[src/rtl/mem_bus_arbiter_if.sv]
// Bundle of every master-side and memory-side signal of the shared
// 9-bit-address memory/IO bus.
//   master modport : requester / memory model side (drives commands and
//                    mem_rdata, observes done, rdata and the bus outputs)
//   slave modport  : arbiter side
// Handshake: a master raises mX_cmd (MREAD/MWRITE) with addr/wdata and
// holds all three stable until it sees a one-cycle mX_done; mX_rdata is
// valid in that done cycle. 2'b11 is never a request.
interface mem_bus_arbiter_if #(
  parameter int DATA_W = 16
);
  logic [1:0]        m0_cmd;
  logic [8:0]        m0_addr;
  logic [DATA_W-1:0] m0_wdata;
  logic              m0_done;
  logic [DATA_W-1:0] m0_rdata;

  logic [1:0]        m1_cmd;
  logic [8:0]        m1_addr;
  logic [DATA_W-1:0] m1_wdata;
  logic              m1_done;
  logic [DATA_W-1:0] m1_rdata;

  logic [1:0]        mem_cmd;
  logic [8:0]        mem_addr;
  logic [DATA_W-1:0] mem_wdata;
  logic [DATA_W-1:0] mem_rdata;

  logic              busy;
  logic              owner;

  modport master (
    output m0_cmd, m0_addr, m0_wdata, m1_cmd, m1_addr, m1_wdata, mem_rdata,
    input  m0_done, m0_rdata, m1_done, m1_rdata,
    input  mem_cmd, mem_addr, mem_wdata, busy, owner
  );

  modport slave (
    input  m0_cmd, m0_addr, m0_wdata, m1_cmd, m1_addr, m1_wdata, mem_rdata,
    output m0_done, m0_rdata, m1_done, m1_rdata,
    output mem_cmd, mem_addr, mem_wdata, busy, owner
  );
endinterface

[src/rtl/mem_bus_arbiter.sv]
// Two-master round-robin arbiter and sequencer for the shared memory/IO bus.
// Master 0 is the CPU, master 1 the loader/debug port. One transaction is
// IDLE (grant) -> ISSUE (bus command for one cycle) -> WAIT (WAIT_CYCLES
// cycles, read data captured on the last edge) -> DONE (done pulse).
// Ports:
//   clk         rising-edge clock
//   reset       synchronous active-high reset
//   bus         mem_bus_arbiter_if.slave: master commands/results, shared
//               bus outputs, mem_rdata, busy and owner
//   dbg_state_o current FSM state (IDLE=0, ISSUE=1, WAIT=2, DONE=3)
module mem_bus_arbiter #(
  parameter int DATA_W      = 16,
  parameter int WAIT_CYCLES = 1
) (
  input  logic                   clk,
  input  logic                   reset,
  mem_bus_arbiter_if.slave       bus,
  output logic [1:0]             dbg_state_o
);

  typedef enum logic [1:0] {
    S_IDLE  = 2'd0,
    S_ISSUE = 2'd1,
    S_WAIT  = 2'd2,
    S_DONE  = 2'd3
  } state_t;

  localparam logic [1:0] MNONE  = 2'b00;
  localparam logic [1:0] MREAD  = 2'b01;
  localparam logic [1:0] MWRITE = 2'b10;

  // Counter preload; WAIT lasts WAIT_CYCLES cycles ending on count 0.
  localparam logic [2:0] WAIT_LOAD = 3'(WAIT_CYCLES - 1);

  state_t            state_q, state_d;
  logic              owner_q, owner_d;
  logic              rr_q, rr_d;        // index that wins the next tie
  logic [1:0]        cmd_q, cmd_d;
  logic [8:0]        addr_q, addr_d;
  logic [DATA_W-1:0] wdata_q, wdata_d;
  logic [2:0]        cnt_q, cnt_d;
  logic [DATA_W-1:0] rdata0_q, rdata0_d;
  logic [DATA_W-1:0] rdata1_q, rdata1_d;

  logic              req0, req1;
  logic              grant;

  // 2'b11 is not a request.
  assign req0 = (bus.m0_cmd == MREAD) || (bus.m0_cmd == MWRITE);
  assign req1 = (bus.m1_cmd == MREAD) || (bus.m1_cmd == MWRITE);

  always_comb begin
    state_d  = state_q;
    owner_d  = owner_q;
    rr_d     = rr_q;
    cmd_d    = cmd_q;
    addr_d   = addr_q;
    wdata_d  = wdata_q;
    cnt_d    = cnt_q;
    rdata0_d = rdata0_q;
    rdata1_d = rdata1_q;
    grant    = 1'b0;

    case (state_q)
      S_IDLE: begin
        if (req0 || req1) begin
          // Single requester wins outright; a tie goes to the pointer.
          grant   = (req0 && req1) ? rr_q : req1;
          owner_d = grant;
          cmd_d   = grant ? bus.m1_cmd   : bus.m0_cmd;
          addr_d  = grant ? bus.m1_addr  : bus.m0_addr;
          wdata_d = grant ? bus.m1_wdata : bus.m0_wdata;
          state_d = S_ISSUE;
        end
      end
      S_ISSUE: begin
        cnt_d   = WAIT_LOAD;
        state_d = S_WAIT;
      end
      S_WAIT: begin
        if (cnt_q == 3'd0) begin
          if (cmd_q == MREAD) begin
            if (owner_q) rdata1_d = bus.mem_rdata;
            else         rdata0_d = bus.mem_rdata;
          end
          state_d = S_DONE;
        end else begin
          cnt_d = cnt_q - 3'd1;
        end
      end
      S_DONE: begin
        rr_d    = ~owner_q;
        state_d = S_IDLE;
      end
      default: state_d = S_IDLE;
    endcase
  end

  always_ff @(posedge clk) begin
    if (reset) begin
      state_q  <= S_IDLE;
      owner_q  <= 1'b0;
      rr_q     <= 1'b0;
      cmd_q    <= MNONE;
      addr_q   <= '0;
      wdata_q  <= '0;
      cnt_q    <= '0;
      rdata0_q <= '0;
      rdata1_q <= '0;
    end else begin
      state_q  <= state_d;
      owner_q  <= owner_d;
      rr_q     <= rr_d;
      cmd_q    <= cmd_d;
      addr_q   <= addr_d;
      wdata_q  <= wdata_d;
      cnt_q    <= cnt_d;
      rdata0_q <= rdata0_d;
      rdata1_q <= rdata1_d;
    end
  end

  // The command is only non-MNONE in ISSUE so IO decodes fire once;
  // address and data simply show the latched copies.
  assign bus.mem_cmd   = (state_q == S_ISSUE) ? cmd_q : MNONE;
  assign bus.mem_addr  = addr_q;
  assign bus.mem_wdata = wdata_q;
  assign bus.m0_done   = (state_q == S_DONE) && !owner_q;
  assign bus.m1_done   = (state_q == S_DONE) && owner_q;
  assign bus.m0_rdata  = rdata0_q;
  assign bus.m1_rdata  = rdata1_q;
  assign bus.busy      = (state_q != S_IDLE);
  assign bus.owner     = owner_q;
  assign dbg_state_o   = state_q;

endmodule
[src/flat_wrapper.sv]
// flat-port wrapper written by rule: the top's interface ports become plain ports
module mem_bus_arbiter_flat 
#(
  parameter int DATA_W      = 16,
  parameter int WAIT_CYCLES = 1
)
  (clk, reset, dbg_state_o, bus_m0_cmd, bus_m0_addr, bus_m0_wdata, bus_m1_cmd, bus_m1_addr, bus_m1_wdata, bus_mem_rdata, bus_m0_done, bus_m0_rdata, bus_m1_done, bus_m1_rdata, bus_mem_cmd, bus_mem_addr, bus_mem_wdata, bus_busy, bus_owner);
  mem_bus_arbiter_if #(.DATA_W(DATA_W)) bus_i ();
  input  logic clk;
  input  logic reset;
  output logic [1:0] dbg_state_o;
  input wire logic [$bits(bus_i.m0_cmd)-1:0] bus_m0_cmd;
  input wire logic [$bits(bus_i.m0_addr)-1:0] bus_m0_addr;
  input wire logic [$bits(bus_i.m0_wdata)-1:0] bus_m0_wdata;
  input wire logic [$bits(bus_i.m1_cmd)-1:0] bus_m1_cmd;
  input wire logic [$bits(bus_i.m1_addr)-1:0] bus_m1_addr;
  input wire logic [$bits(bus_i.m1_wdata)-1:0] bus_m1_wdata;
  input wire logic [$bits(bus_i.mem_rdata)-1:0] bus_mem_rdata;
  output wire logic [$bits(bus_i.m0_done)-1:0] bus_m0_done;
  output wire logic [$bits(bus_i.m0_rdata)-1:0] bus_m0_rdata;
  output wire logic [$bits(bus_i.m1_done)-1:0] bus_m1_done;
  output wire logic [$bits(bus_i.m1_rdata)-1:0] bus_m1_rdata;
  output wire logic [$bits(bus_i.mem_cmd)-1:0] bus_mem_cmd;
  output wire logic [$bits(bus_i.mem_addr)-1:0] bus_mem_addr;
  output wire logic [$bits(bus_i.mem_wdata)-1:0] bus_mem_wdata;
  output wire logic [$bits(bus_i.busy)-1:0] bus_busy;
  output wire logic [$bits(bus_i.owner)-1:0] bus_owner;
  assign bus_i.m0_cmd = bus_m0_cmd;
  assign bus_i.m0_addr = bus_m0_addr;
  assign bus_i.m0_wdata = bus_m0_wdata;
  assign bus_i.m1_cmd = bus_m1_cmd;
  assign bus_i.m1_addr = bus_m1_addr;
  assign bus_i.m1_wdata = bus_m1_wdata;
  assign bus_i.mem_rdata = bus_mem_rdata;
  assign bus_m0_done = bus_i.m0_done;
  assign bus_m0_rdata = bus_i.m0_rdata;
  assign bus_m1_done = bus_i.m1_done;
  assign bus_m1_rdata = bus_i.m1_rdata;
  assign bus_mem_cmd = bus_i.mem_cmd;
  assign bus_mem_addr = bus_i.mem_addr;
  assign bus_mem_wdata = bus_i.mem_wdata;
  assign bus_busy = bus_i.busy;
  assign bus_owner = bus_i.owner;
  mem_bus_arbiter #(.DATA_W(DATA_W), .WAIT_CYCLES(WAIT_CYCLES)) u_core (.clk(clk), .reset(reset), .bus(bus_i), .dbg_state_o(dbg_state_o));
endmodule
[config.mk]
export PLATFORM = sky130hd
export DESIGN_NAME = mem_bus_arbiter_flat
export DESIGN_NICKNAME = d
export VERILOG_FILES = /design/src/rtl/mem_bus_arbiter_if.sv /design/src/rtl/mem_bus_arbiter.sv /design/src/flat_wrapper.sv
export SDC_FILE = /design/constraint.sdc
export NUM_CORES = 1
export LEC_CHECK = 0
export CORE_ASPECT_RATIO = 0.8
export CORE_MARGIN = 5
export CORE_UTILIZATION = 62
export DETAILED_ROUTE_END_ITERATION = 10
export DONT_BUFFER_PORTS = 1
export PLACE_DENSITY = 0.87
export SKIP_LAST_GASP = 1
export SYNTH_ARGS = -nofsm -noshare
export SYNTH_HDL_FRONTEND = slang
export SYNTH_SLANG_ARGS = --single-unit
[constraint.sdc]
create_clock -name clk -period 2.2 [get_ports clk]
set_input_delay 0.33 -clock clk [delete_from_list [all_inputs] [get_ports clk]]
set_output_delay 0.33 -clock clk [all_outputs]
set_load 0.05 [all_outputs]
; Word-level counts from Yosys, hierarchy flattened
; Cells that the tools add are included.
[word_totals]
elab_cells = 48
inputBits = 72
out_inout_bits = 65
regBits = 66
[classes]
n_addsub = 1
n_reduce_logical = 16
n_bitwise = 1
n_mux = 10
eq_ne = 11
[op_table]
columns = operator, count
row1 = 2-to-1 mux 16 bit, 1
row2 = 2-to-1 mux 9 bit, 1
row3 = "equality test 2 x 1 -> 1 bit, second input constant", 4
row4 = "equality test 2 bit, second input constant", 4
row5 = 2-to-1 mux 2 bit, 4
row6 = one-hot mux 2 bit (4 select lines), 1
row7 = AND reduction 4 bit, 2
row8 = one-hot mux 3 bit (2 select lines), 1
row9 = AND reduction 2 bit, 3
row10 = "!= test 2 x 1 -> 1 bit, second input constant", 2
row11 = nonzero test 2 bit, 2
row12 = logical AND 1 bit, 3
row13 = zero test 3 bit, 1
row14 = logical OR 1 bit, 3
row15 = 2-to-1 mux 3 bit, 1
row16 = "subtractor 3 x 1 -> 3 bit, second input constant", 1
row17 = zero test 2 bit, 1
row18 = "!= test 2 bit, second input constant", 1
row19 = zero test 1 bit, 1
row20 = 2-to-1 mux 1 bit, 1
row21 = NOT 1 bit, 1

; Longest topological paths before layout
; Gate-level depths: netlist of run 1.
[logic_depth]
depth_word = 5
mapped_depth = 8
mapped_depth_nobuf = 6

; Worst setup path after synthesis of run 1
; OpenSTA, ideal clock, no wires.
[synth_timing]
path_type = register to register
startpoint = register u_core.state_q[0], in the netlist u_core.dbg_state_o[0]
endpoint = register u_core.rdata0_q[10], in the netlist u_core.bus.m0_rdata[10]
synth_period_minus_slack_ns = 2.154
n_path_buf = 2
slack_ns = 0.046
arrival_time_ns = 2.026
t_required_ns = 2.072
setup_time_ns = 0.128
stages_incl_launch_ff = 9
path_cell_list = dfxtp_1 > inv_1 > ha_1 > and4bb_2 > nand3b_1 > buf_2 > buf_4 > mux2i_1 > nor2_1
[synth_via]
elab_chain_len = 2
[synth_rtl]
columns = element, line_no
row1 = start: declaration, mem_bus_arbiter.sv:35  ; state_t state_q, state_d;
row2 = start signal: assignment, mem_bus_arbiter.sv:111  ; state_q <= state_d;
row3 = equality test 2 bit, mem_bus_arbiter.sv:64  ; case (state_q)
row4 = AND reduction 4 bit (no line), -
row5 = end signal: assignment, mem_bus_arbiter.sv:118  ; rdata0_q <= rdata0_d;
row6 = end: declaration, mem_bus_arbiter.sv:42  ; logic [DATA_W-1:0] rdata0_q, rdata0_d;
; Every way passes these cells.
; A chain may end at the register's enable or synchronous reset.

; Worst setup path after layout of run 1
[layout_timing]
startpoint = register u_core.state_q[1], in the netlist u_core.dbg_state_o[1]
endpoint = output bus_m1_done
[layout_via]
elab_chain_len = 2
[layout_rtl]
columns = element, line_no
row1 = equality test 2 bit, mem_bus_arbiter.sv:129  ; assign bus.m1_done = (state_q == S_DONE) && owner_q;
row2 = logical AND 1 bit, mem_bus_arbiter.sv:129
row3 = end: declaration, flat_wrapper.sv:21  ; output wire logic [$bits(bus_i.m1_done)-1:0] bus_m1_done;
; Every way passes these cells.

==> results_dict.tcl, run 1 <==
set metrics [dict create \
    synth_enable_flop_cells 0 \
    clkLatencyLatePin_ns 0.33 \
    signal_arrival_time_at_the_worst_endpoint_ns 1.58 \
    maximum_number_of_pins_on_one_net_before_global_route_repair 67 \
    detailedPlacementHpwl_um 4640 \
    synth_sequential_area_ratio 0.463 \
    pwr-share-seq 0.500 \
    final.setup_skew_ns 0.0124 \
    worst_slew_pin_slew_ns 0.702 \
    sw_frac_of_total 0.441 \
    worstSetupPathDepth 3 \
    slew-limit-headroom 0.531 \
    timing.critical_path.buf_inv 1 \
    critical_path.endpoint_type "primary output" \
    die_w_um 85.8 \
    port_buffers 0 \
    finalCriticalPeriod_ns 1.91 \
    final-max-slew-violation-count 0 \
    final.setup.tns_ns 0 \
    clkTransAtPathRegs_ns 0.07 \
    antennaDiodeCount 0 \
    min-delay-path-class "in2reg" \
    cts_made_buffers 9 \
    report.power.total_mw 4.49 \
    clkPwrFrac 0.253 \
    outcome "completed" \
    postCtsSetupRepairBufs 0 \
    finalWeightedCongestion 0.739 \
    setup_viol 0 \
    viasPerCell 5.87 \
    rrSetupSlack_ns 0.37 \
    yosysTopAreaCell "sky130_fd_sc_hd__dfxtp_1" \
    remaining_drc_errors 0 \
    grt_antenna_before_repair 0 \
    setup.worst_path.start_class "register" \
    crit_path_max_fanout 3 \
    floorplan.rows 22 \
    synth-main-ff-cell "sky130_fd_sc_hd__dfxtp_1" \
    synth.cell_area_sq_mm 0.00285 \
    share_comb_of_total_power 0.246 \
    grt.overflow.total 0 \
    worst_r2r_startpoint "u_core.dbg_state_o[0]$_SDFFE_PP0P_" \
    cp_slowest_cell "sky130_fd_sc_hd__and2_1" \
    rsz_0062_raised_after_global_routing "no" \
    timing_hold_violations_final 0 \
    first_global_vias 2049 \
    synth.distinct_cells 32 \
    dpl_cell_area_sq_mm 0.00286 \
    synth_top_area_share 0.463 \
    worst_hold_startpoint "reset" \
    maxClockFrequency_mhz 523 \
    drt-initial-drc-count 150 \
    synthToLayoutAreaGrowth_pct 8.25 \
    post_cts_resized 0 \
    cap_viol_max_count 0 \
    hold_fix_buffers_cts 0 \
    postRouteWirelength_um 6460 \
    worstHoldEndpoint "u_core.bus.mem_addr[6]$_SDFFE_PP0P_" \
    overall_global_routing_resource_usage 0.213 \
    final_net_count 387 \
    power_leakage_nw 1.45 \
    path_delay_family "simple AND/OR/NAND/NOR gates" \
    powerDensity_mw_per_mm2 1450 \
    first_pass_grt_wire_length_um 10400 \
    ctsLongestPathBuffers 2 \
    die_h_um 70.7 \
    antenna_left 0 \
    syn_inst 309 \
    fp.coreArea_sq_mm 0.00451 \
    synth_top_cells_by_count "sky130_fd_sc_hd__dfxtp_1, sky130_fd_sc_hd__nor2_1, sky130_fd_sc_hd__mux2i_1" \
    r2r.worst_path.cells 6 \
    rr_endpoint "u_core.bus.m1_rdata[7]$_SDFFE_PP0P_" \
    num_io_pins 137 \
    yosysWarningCount 0 \
    critPathKind "reg2out" \
    floorplan.initialDensity 0.632 \
    synth_top_cells_by_area "sky130_fd_sc_hd__dfxtp_1, sky130_fd_sc_hd__mux2i_1, sky130_fd_sc_hd__nor2_1" \
    synthesis.area_per_instance_sq_um 9.23 \
    fin_area_sq_mm 0.00309 \
    vdd.ir_drop.worst_mv 0.938 \
    holdPathStages 1 \
    htreeDepth 3 \
    maximum_cell_stage_delay_along_the_critical_path_ns 0.45 \
    cts-root-buf "sky130_fd_sc_hd__clkbuf_8" \
    cp_data_required_time_ns 1.87 \
    yosys_register_bits 66 \
    asyncSetResetFlopFracSynth 0 \
    drive_above_1_share 0.115 \
    die_area_sq_mm 0.00606 \
    drtPass1Iterations 5 \
    internal-power_mw 2.51 \
    synth_fp_nets 387 \
    route.detailed.wl_per_inst_um 17.3 \
    clock_tree_from_tritoncts "done" \
    clock_sink_count 66 \
    final.period_utilization 0.870 \
    dr_total_vias 2195 \
    fin_hold_ws_ns 0.0563 \
    net-switching-power_mw 1.98 \
    timing.critical_path.cells "buf_4 > ha_1 > and2_1" \
]
worst max-delay path by stage:
stage / from / end / slack (ns)
after detailed placement: u_core.dbg_state_o[1]$_SDFFE_PP0P_ / u_core.bus.mem_addr[1]$_SDFFE_PP0P_ / 0.37
final: u_core.dbg_state_o[1]$_SDFFE_PP0P_ / bus_m1_done / 0.29
after global placement: u_core.dbg_state_o[0]$_SDFFE_PP0P_ / u_core.bus.m1_rdata[11]$_SDFFE_PP0P_ / 0.46
after global routing: u_core.dbg_state_o[1]$_SDFFE_PP0P_ / u_core.bus.mem_addr[1]$_SDFFE_PP0P_ / 0.13
after floorplan: u_core.dbg_state_o[0]$_SDFFE_PP0P_ / u_core.bus.m0_rdata[10]$_SDFFE_PP0P_ / 0.05
after CTS: u_core.dbg_state_o[1]$_SDFFE_PP0P_ / bus_m1_done / 0.26
metal layers:
metal,wire length (um),global-route usage,vias up,part of all wire
li1,-,-,1053,-
met1,2500,0.245,1039,0.39
met2,3230,0.354,90,0.50
met3,619,0.0896,13,0.096
met4,112,0.0773,0,0.017
met5,0,0,-,0
worst register-to-register path: stages, from the launching register on:
cell,delay [ns]
sky130_fd_sc_hd__dfxtp_1,0.32
sky130_fd_sc_hd__inv_1,0.07
sky130_fd_sc_hd__ha_1,0.24
sky130_fd_sc_hd__and4bb_2,0.27
sky130_fd_sc_hd__nand3_2,0.44
sky130_fd_sc_hd__mux2i_1,0.31
sky130_fd_sc_hd__nor2_1,0.07
power by group through the flow:
| stage | clock network, mW | logic, mW | registers (mW) |
|---|---|---|---|
| after floorplan | 0 | 0.897 | 2.29 |
| after global placement | 0 | 1.06 | 2.26 |
| after detailed placement | 0 | 1.10 | 2.27 |
| after CTS | 1.17 | 1.11 | 2.25 |
| after global routing | 1.21 | 1.26 | 2.26 |
| final | 1.14 | 1.11 | 2.24 |
state kept, by name (all words and copies together), names as in the netlist, 2 cells and up:
signal / count
u_core.bus.mem_wdata: 16
u_core.cnt_q: 3
u_core.bus.m0_rdata: 16
u_core.bus.mem_addr: 9
u_core.bus.m1_rdata: 16
u_core.dbg_state_o: 2
u_core.cmd_q: 2
stage by stage:
step                      std cells  setup WS [ns]  utilization
after floorplan                 309         0.0460            -
after global placement          358          0.457        0.633
after detailed placement        358          0.374        0.633
after CTS                       374          0.265        0.684
after global routing            374          0.134        0.684
final                           374          0.286        0.684
layout make-up:
type,instances,area [sq um]
well taps,60,75.1
fillers,360,1430
repair buffers,7,52.6
multi-input cells,219,1390
inverters,6,22.5
clock inverters,4,73.8
clock buffers,12,155
flip-flops and latches,66,1320
cell usage in the layout (no fill, tap or decap), types with 2 or more instances in the layout:
cell type                   synthesis  final
sky130_fd_sc_hd__a211oi_1          20     20
sky130_fd_sc_hd__a211oi_2           5      5
sky130_fd_sc_hd__a21oi_1           25     25
sky130_fd_sc_hd__a21oi_4            2      2
sky130_fd_sc_hd__a31oi_1            2      2
sky130_fd_sc_hd__and2_1             4      4
sky130_fd_sc_hd__buf_4              6      7
sky130_fd_sc_hd__bufinv_16          0      2
sky130_fd_sc_hd__clkbuf_8           0     11
sky130_fd_sc_hd__dfxtp_1           66     66
sky130_fd_sc_hd__ha_1               6      6
sky130_fd_sc_hd__inv_1              6      6
sky130_fd_sc_hd__mux2i_1           34     34
sky130_fd_sc_hd__nand2_1           30     30
sky130_fd_sc_hd__nand2b_1           3      3
sky130_fd_sc_hd__nor2_1            66     66
sky130_fd_sc_hd__nor2b_1            3      3
sky130_fd_sc_hd__nor3_1             3      3
sky130_fd_sc_hd__o21ba_2            2      2
sky130_fd_sc_hd__xnor2_1            2      2
sky130_fd_sc_hd__xor2_1             2      2
kinds of logic (layout without fill, tap and decap cells):
group | Yosys count | after routing | synth area share
adder cells (fa/ha/maj) | 6 | 6 | 0.0263
buffers and inverters | 24 | 29 | 0.0505
AND/OR/NAND/NOR | 112 | 112 | 0.164
multiplexers | 35 | 35 | 0.123
AO/OA/AOI/OAI | 62 | 62 | 0.160
flip-flops | 66 | 66 | 0.463
XOR/XNOR | 4 | 4 | 0.0123
Power figures use the tool's default switching activity.
==> run 2, diff against run 1 <==
--- a/config.mk
+++ b/config.mk
@@ -5,12 +5,14 @@
 export SDC_FILE = /design/constraint.sdc
 export NUM_CORES = 1
 export LEC_CHECK = 0
+export CELL_PAD_IN_SITES_DETAIL_PLACEMENT = 1
+export CELL_PAD_IN_SITES_GLOBAL_PLACEMENT = 1
 export CORE_ASPECT_RATIO = 0.8
 export CORE_MARGIN = 5
-export CORE_UTILIZATION = 62
+export CORE_UTILIZATION = 44
 export DETAILED_ROUTE_END_ITERATION = 10
 export DONT_BUFFER_PORTS = 1
-export PLACE_DENSITY = 0.87
+export PLACE_DENSITY = 0.86
 export SKIP_LAST_GASP = 1
 export SYNTH_ARGS = -nofsm -noshare
 export SYNTH_HDL_FRONTEND = slang
==> run 2 against run 1 <==
Via count increased by 0.41%. Largest power group unchanged. Worst setup slack got worse by 0.033 ns. Count of clock-buffer cells in the layout decreased by 2. Worst hold slack got worse by 0.00088 ns. Register-to-register slack got worse by 0.03 ns. Wire length increased by 19%. Global-route usage decreased by 2.5 points. Die area increased by 35%. Cell area increased by 1.5%.
==> results_dict.tcl, run 2 (same netlist as run 1, synthesis figures left out) <==
set metrics [dict create \
    outcome "completed" \
    final-max-slew-violation-count 0 \
    final_core_util 0.494 \
    drt-initial-drc-count 64 \
    mostFrequentLayoutCells "sky130_fd_sc_hd__nor2_1, sky130_fd_sc_hd__dfxtp_1, sky130_fd_sc_hd__mux2i_1, sky130_fd_sc_hd__nand2_1, sky130_fd_sc_hd__a21oi_1" \
    crit_path_max_fanout 5 \
    die_h_um 82.0 \
    cp_data_required_time_ns 1.87 \
    floorplan.rows 26 \
    first_pass_grt_wire_length_um 12100 \
    holdPathStages 1 \
    floorplan.initialDensity 0.450 \
    final_net_count 388 \
    power_leakage_nw 1.45 \
    cts-root-buf "sky130_fd_sc_hd__clkbuf_8" \
    setup_slack_ns 0.254 \
    rrSetupSlack_ns 0.34 \
    final.setup_skew_ns 0.00603 \
    cts_made_buffers 9 \
    setup_viol 0 \
    die_area_sq_mm 0.00820 \
    slew-limit-headroom 0.519 \
    rr_endpoint "u_core.bus.m1_rdata[1]$_SDFFE_PP0P_" \
    finalWeightedCongestion 0.757 \
    clock_sink_count 66 \
    vdd.ir_drop.worst_mv 0.639 \
    num_io_pins 137 \
    antenna_left 0 \
    signal_arrival_time_at_the_worst_endpoint_ns 1.62 \
    drtPass1Iterations 4 \
    htreeDepth 3 \
    clock_tree_from_tritoncts "done" \
    post-place-ws_ns 0.361 \
    ctsLongestPathBuffers 2 \
    fin_hold_ws_ns 0.0554 \
    viasPerCell 5.52 \
    dpl_cell_area_sq_mm 0.00291 \
    worst_hold_startpoint "reset" \
    min-delay-path-class "in2reg" \
    postCtsSetupRepairBufs 0 \
    first_global_vias 2364 \
    setup.worst_path.start_class "register" \
    detailedPlacementHpwl_um 5550 \
    final.period_utilization 0.885 \
    antennaDiodeCount 0 \
    worst_r2r_startpoint "u_core.dbg_state_o[0]$_SDFFE_PP0P_" \
    powerDensity_mw_per_mm2 1460 \
    drive_above_1_share 0.121 \
    port_buffers 0 \
    maxClockFrequency_mhz 514 \
    worst_slew_pin_slew_ns 0.720 \
    postRouteWirelength_um 7700 \
    hold_fix_buffers_cts 0 \
    overall_global_routing_resource_usage 0.188 \
    r2r.worst_path.cells 6 \
    critical_path.endpoint_type "primary output" \
    fp.coreArea_sq_mm 0.00634 \
    cap_viol_max_count 0 \
    route.detailed.wl_per_inst_um 19.3 \
    die_w_um 100 \
    critPathKind "reg2out" \
    rsz_0062_raised_after_global_routing "no" \
    fin_area_sq_mm 0.00313 \
    grt_antenna_before_repair 0 \
    dr_total_vias 2204 \
    critPathLaunch "u_core.dbg_state_o[1]$_SDFFE_PP0P_" \
    grt.overflow.total 0 \
    post_cts_resized 0 \
    clkTransAtPathRegs_ns 0.08 \
    maximum_number_of_pins_on_one_net_before_global_route_repair 67 \
    worstHoldEndpoint "u_core.bus.mem_wdata[12]$_SDFFE_PP0P_" \
    finalCriticalPeriod_ns 1.95 \
    remaining_drc_errors 0 \
    final.setup.tns_ns 0 \
    synthToLayoutAreaGrowth_pct 9.92 \
    timing_hold_violations_final 0 \
    clkLatencyLatePin_ns 0.34 \
]
## run 2: worst max-delay path by stage
stage / to / slack, ns / depth (start not counted)
after floorplan: u_core.bus.m0_rdata[10]$_SDFFE_PP0P_ / 0.05 / 8
after global placement: u_core.bus.m1_rdata[4]$_SDFFE_PP0P_ / 0.45 / 6
after detailed placement: u_core.bus.m1_rdata[11]$_SDFFE_PP0P_ / 0.36 / 6
after CTS: bus_busy / 0.22 / 5
after global routing: bus_busy / 0.13 / 5
final: bus_busy / 0.25 / 5
## run 2: layout make-up
cell class              instances  area [sq um]
well taps                      84           105
inverters                       6          22.5
clock buffers                  10           138
clock inverters                 6          88.8
flip-flops and latches         66          1320
repair buffers                  8          72.6
multi-input cells             219          1390
fillers                       751          3210
## run 2: per-layer routing
| metal | track usage | routed length (um) | up-vias |
|---|---|---|---|
| met1 | 0.209 | 2990 | 1083 |
| met4 | 0.0498 | 78 | 0 |
| met3 | 0.0832 | 629 | 9 |
| met5 | 0 | 0 | - |
| li1 | - | - | 1048 |
| met2 | 0.330 | 4010 | 64 |
## run 2: critical path, stage by stage, from the launching register on
cell                      delay (ns)
sky130_fd_sc_hd__dfxtp_1        0.35
sky130_fd_sc_hd__buf_4          0.22
sky130_fd_sc_hd__inv_1          0.09
sky130_fd_sc_hd__ha_1           0.26
sky130_fd_sc_hd__inv_1          0.15
sky130_fd_sc_hd__buf_4          0.22
## run 2: power by group
group	internal (mW)	switching, mW	leakage [nW]
sequential	1.42	0.821	0.539
clock	0.671	0.481	0.109
combinational	0.419	0.751	0.802
total	2.51	2.05	1.45
## run 2: stage by stage
stage | instances | total power, mW
5_1_grt | 399 | 4.80
3_5_place_dp | 383 | 3.45
3_3_place_gp | 383 | 3.39
4_1_cts | 399 | 4.61
2_1_floorplan | 309 | 3.19
6_report | 399 | 4.56
==> run 3, diff against run 2 <==
--- a/config.mk
+++ b/config.mk
@@ -9,10 +9,9 @@
 export CELL_PAD_IN_SITES_GLOBAL_PLACEMENT = 1
 export CORE_ASPECT_RATIO = 0.8
 export CORE_MARGIN = 5
-export CORE_UTILIZATION = 44
+export CORE_UTILIZATION = 29
 export DETAILED_ROUTE_END_ITERATION = 10
-export DONT_BUFFER_PORTS = 1
-export PLACE_DENSITY = 0.86
+export PLACE_DENSITY = 0.89
 export SKIP_LAST_GASP = 1
 export SYNTH_ARGS = -nofsm -noshare
 export SYNTH_HDL_FRONTEND = slang
==> run 3 against run 2 <==
Non-clock buffer count grew 135. Final cell count grew 43%. Largest cell class is now non-clock buffers. Worst setup slack lost 0.087 ns. Via count grew 24%. Sequential power shrank 30%. Cell area grew 48%. Highest routed layer unchanged. First-iteration DRC count grew 67%. Clock skew is essentially flat.
==> results_dict.tcl, run 3 (same netlist as run 1, synthesis figures left out) <==
set metrics [dict create \
    finalWeightedCongestion 0.731 \
    fp.coreArea_sq_mm 0.00961 \
    num_io_pins 137 \
    cts-root-buf "sky130_fd_sc_hd__clkbuf_16" \
    layout.cells.most_common "sky130_fd_sc_hd__clkdlybuf4s50_1" \
    drive_above_1_share 0.0911 \
    htreeDepth 3 \
    critical_path.endpoint_type "register" \
    finalCriticalPeriod_ns 2.03 \
    min-delay-path-class "in2reg" \
    cap_viol_max_count 0 \
    path_delay_family "simple AND/OR/NAND/NOR gates" \
    cts_made_buffers 9 \
    num-fill-cells 1096 \
    final.period_utilization 0.924 \
    dr_total_vias 2726 \
    final_net_count 523 \
    floorplan.rows 32 \
    postCtsSetupRepairBufs 0 \
    number_of_cells_in_the_design_after_placement 553 \
    powerDensity_mw_per_mm2 1170 \
    overall_global_routing_resource_usage 0.167 \
    clock_sink_count 66 \
    maxClockFrequency_mhz 492 \
    ctsLongestPathBuffers 2 \
    clkLatencyLatePin_ns 0.32 \
    worst_slew_pin_slew_ns 0.595 \
    vdd.ir_drop.worst_mv 0.576 \
    die_w_um 121 \
    floorplan.initialDensity 0.297 \
    postRouteWirelength_um 9770 \
    clock_tree_from_tritoncts "done" \
    timing.critical_path.cells "inv_1 > ha_1 > and4bb_2 > nand3_2 > mux2i_1 > nor2_1" \
    maximum_cell_stage_delay_along_the_critical_path_ns 0.47 \
    final.setup_skew_ns 0.00600 \
    first_pass_grt_wire_length_um 15800 \
    setup_viol 0 \
    port_buffers 136 \
    cp_data_required_time_ns 2.40 \
    maximum_number_of_pins_on_one_net_before_global_route_repair 46 \
    crit_path_max_fanout 16 \
    remaining_drc_errors 0 \
    die_area_sq_mm 0.0119 \
    first_global_vias 3016 \
    cp_slowest_cell "sky130_fd_sc_hd__nand3_2" \
    detailedPlacementHpwl_um 7430 \
    clkTransAtPathRegs_ns 0.05 \
    synthToLayoutAreaGrowth_pct 62.2 \
    critPathKind "reg2reg" \
    register_area_sq_mm 0.00132 \
    timing_hold_violations_final 0 \
    viasPerCell 4.79 \
    setup.worst_path.start_class "register" \
    antenna_left 0 \
    signal_arrival_time_at_the_worst_endpoint_ns 2.23 \
    multi_input_gate_area_in_the_final_layout_sq_mm 0.00139 \
    grt.overflow.total 0 \
    die_h_um 98.7 \
    fin_cells 569 \
    antennaDiodeCount 0 \
    route.detailed.wl_per_inst_um 17.2 \
    hold_fix_buffers_cts 0 \
    mostFrequentLayoutCells "sky130_fd_sc_hd__clkdlybuf4s50_1, sky130_fd_sc_hd__nor2_1, sky130_fd_sc_hd__dfxtp_1, sky130_fd_sc_hd__mux2i_1, sky130_fd_sc_hd__nand2_1" \
    final.setup.tns_ns 0 \
    rsz_0062_raised_after_global_routing "no" \
    drt-initial-drc-count 107 \
    report.power.total_mw 5.40 \
    outcome "completed" \
    post_cts_resized 0 \
    timing.critical_path.buf_inv 1 \
    grt_antenna_before_repair 0 \
    final-max-slew-violation-count 0 \
    slew-limit-headroom 0.603 \
    drtPass1Iterations 4 \
    power_leakage_nw 2.00 \
]
run 3: cell count changes in the layout (fill, tap and decap cells not counted), moves of 2 or more:
cell | before | now
sky130_fd_sc_hd__clkbuf_1 | 0 | 2
sky130_fd_sc_hd__buf_12 | 1 | 5
sky130_fd_sc_hd__clkdlybuf4s50_1 | 0 | 130
sky130_fd_sc_hd__clkbuf_16 | 0 | 9
sky130_fd_sc_hd__clkbuf_8 | 10 | 0
run 3: final timing paths:
check                                       start                              endpoint  slack, ns  cells after the start
max reg2reg    u_core.dbg_state_o[0]$_SDFFE_PP0P_   u_core.bus.m1_rdata[6]$_SDFFE_PP0P_       0.17                      6
max            u_core.dbg_state_o[0]$_SDFFE_PP0P_   u_core.bus.m1_rdata[6]$_SDFFE_PP0P_       0.17                      6
min reg2reg  u_core.bus.m1_rdata[13]$_SDFFE_PP0P_  u_core.bus.m1_rdata[13]$_SDFFE_PP0P_       0.49                      2
min                                         reset   u_core.bus.m1_rdata[1]$_SDFFE_PP0P_       0.46                      2
run 3: final cells by class:
type	instances	share of cell area
Clock inverter	5	0.0119
Timing Repair Buffer	143	0.315
Clock buffer	11	0.0503
Inverter	6	0.00487
Tap cell	119	0.0322
Sequential cell	66	0.286
Multi-Input combinational cell	219	0.300
run 3: power breakdown:
group / switching, mW / leakage (nW) / internal, mW
clock network: 0.505 / 0.136 / 0.873
registers: 0.140 / 0.539 / 1.42
logic: 1.56 / 1.33 / 0.890
total: 2.21 / 2.00 / 3.19
run 3: worst register-to-register path, cell delays in order (launching register included):
cell	delay [ns]
sky130_fd_sc_hd__dfxtp_1	0.35
sky130_fd_sc_hd__inv_1	0.10
sky130_fd_sc_hd__ha_1	0.27
sky130_fd_sc_hd__and4bb_2	0.28
sky130_fd_sc_hd__nand3_2	0.47
sky130_fd_sc_hd__mux2i_1	0.35
sky130_fd_sc_hd__nor2_1	0.08
run 3: metrics by stage:
stage	util	worst slack (ns)	instance area [sq um]	hold WS (ns)
finish	0.481	0.167	4630	0.456
global placement	0.451	0.225	4340	0.474
floorplan	-	0.0460	2850	0.471
global route	0.481	0.00453	4630	0.469
CTS	0.481	0.131	4630	0.448
detailed placement	0.451	0.0745	4340	0.487
run 3: layer usage:
metal,vias up,global-route usage,wire [um]
met5,-,0,0
met3,10,0.0482,475
met2,65,0.296,5160
met1,1328,0.193,3950
li1,1323,-,-
met4,0,0.0549,181
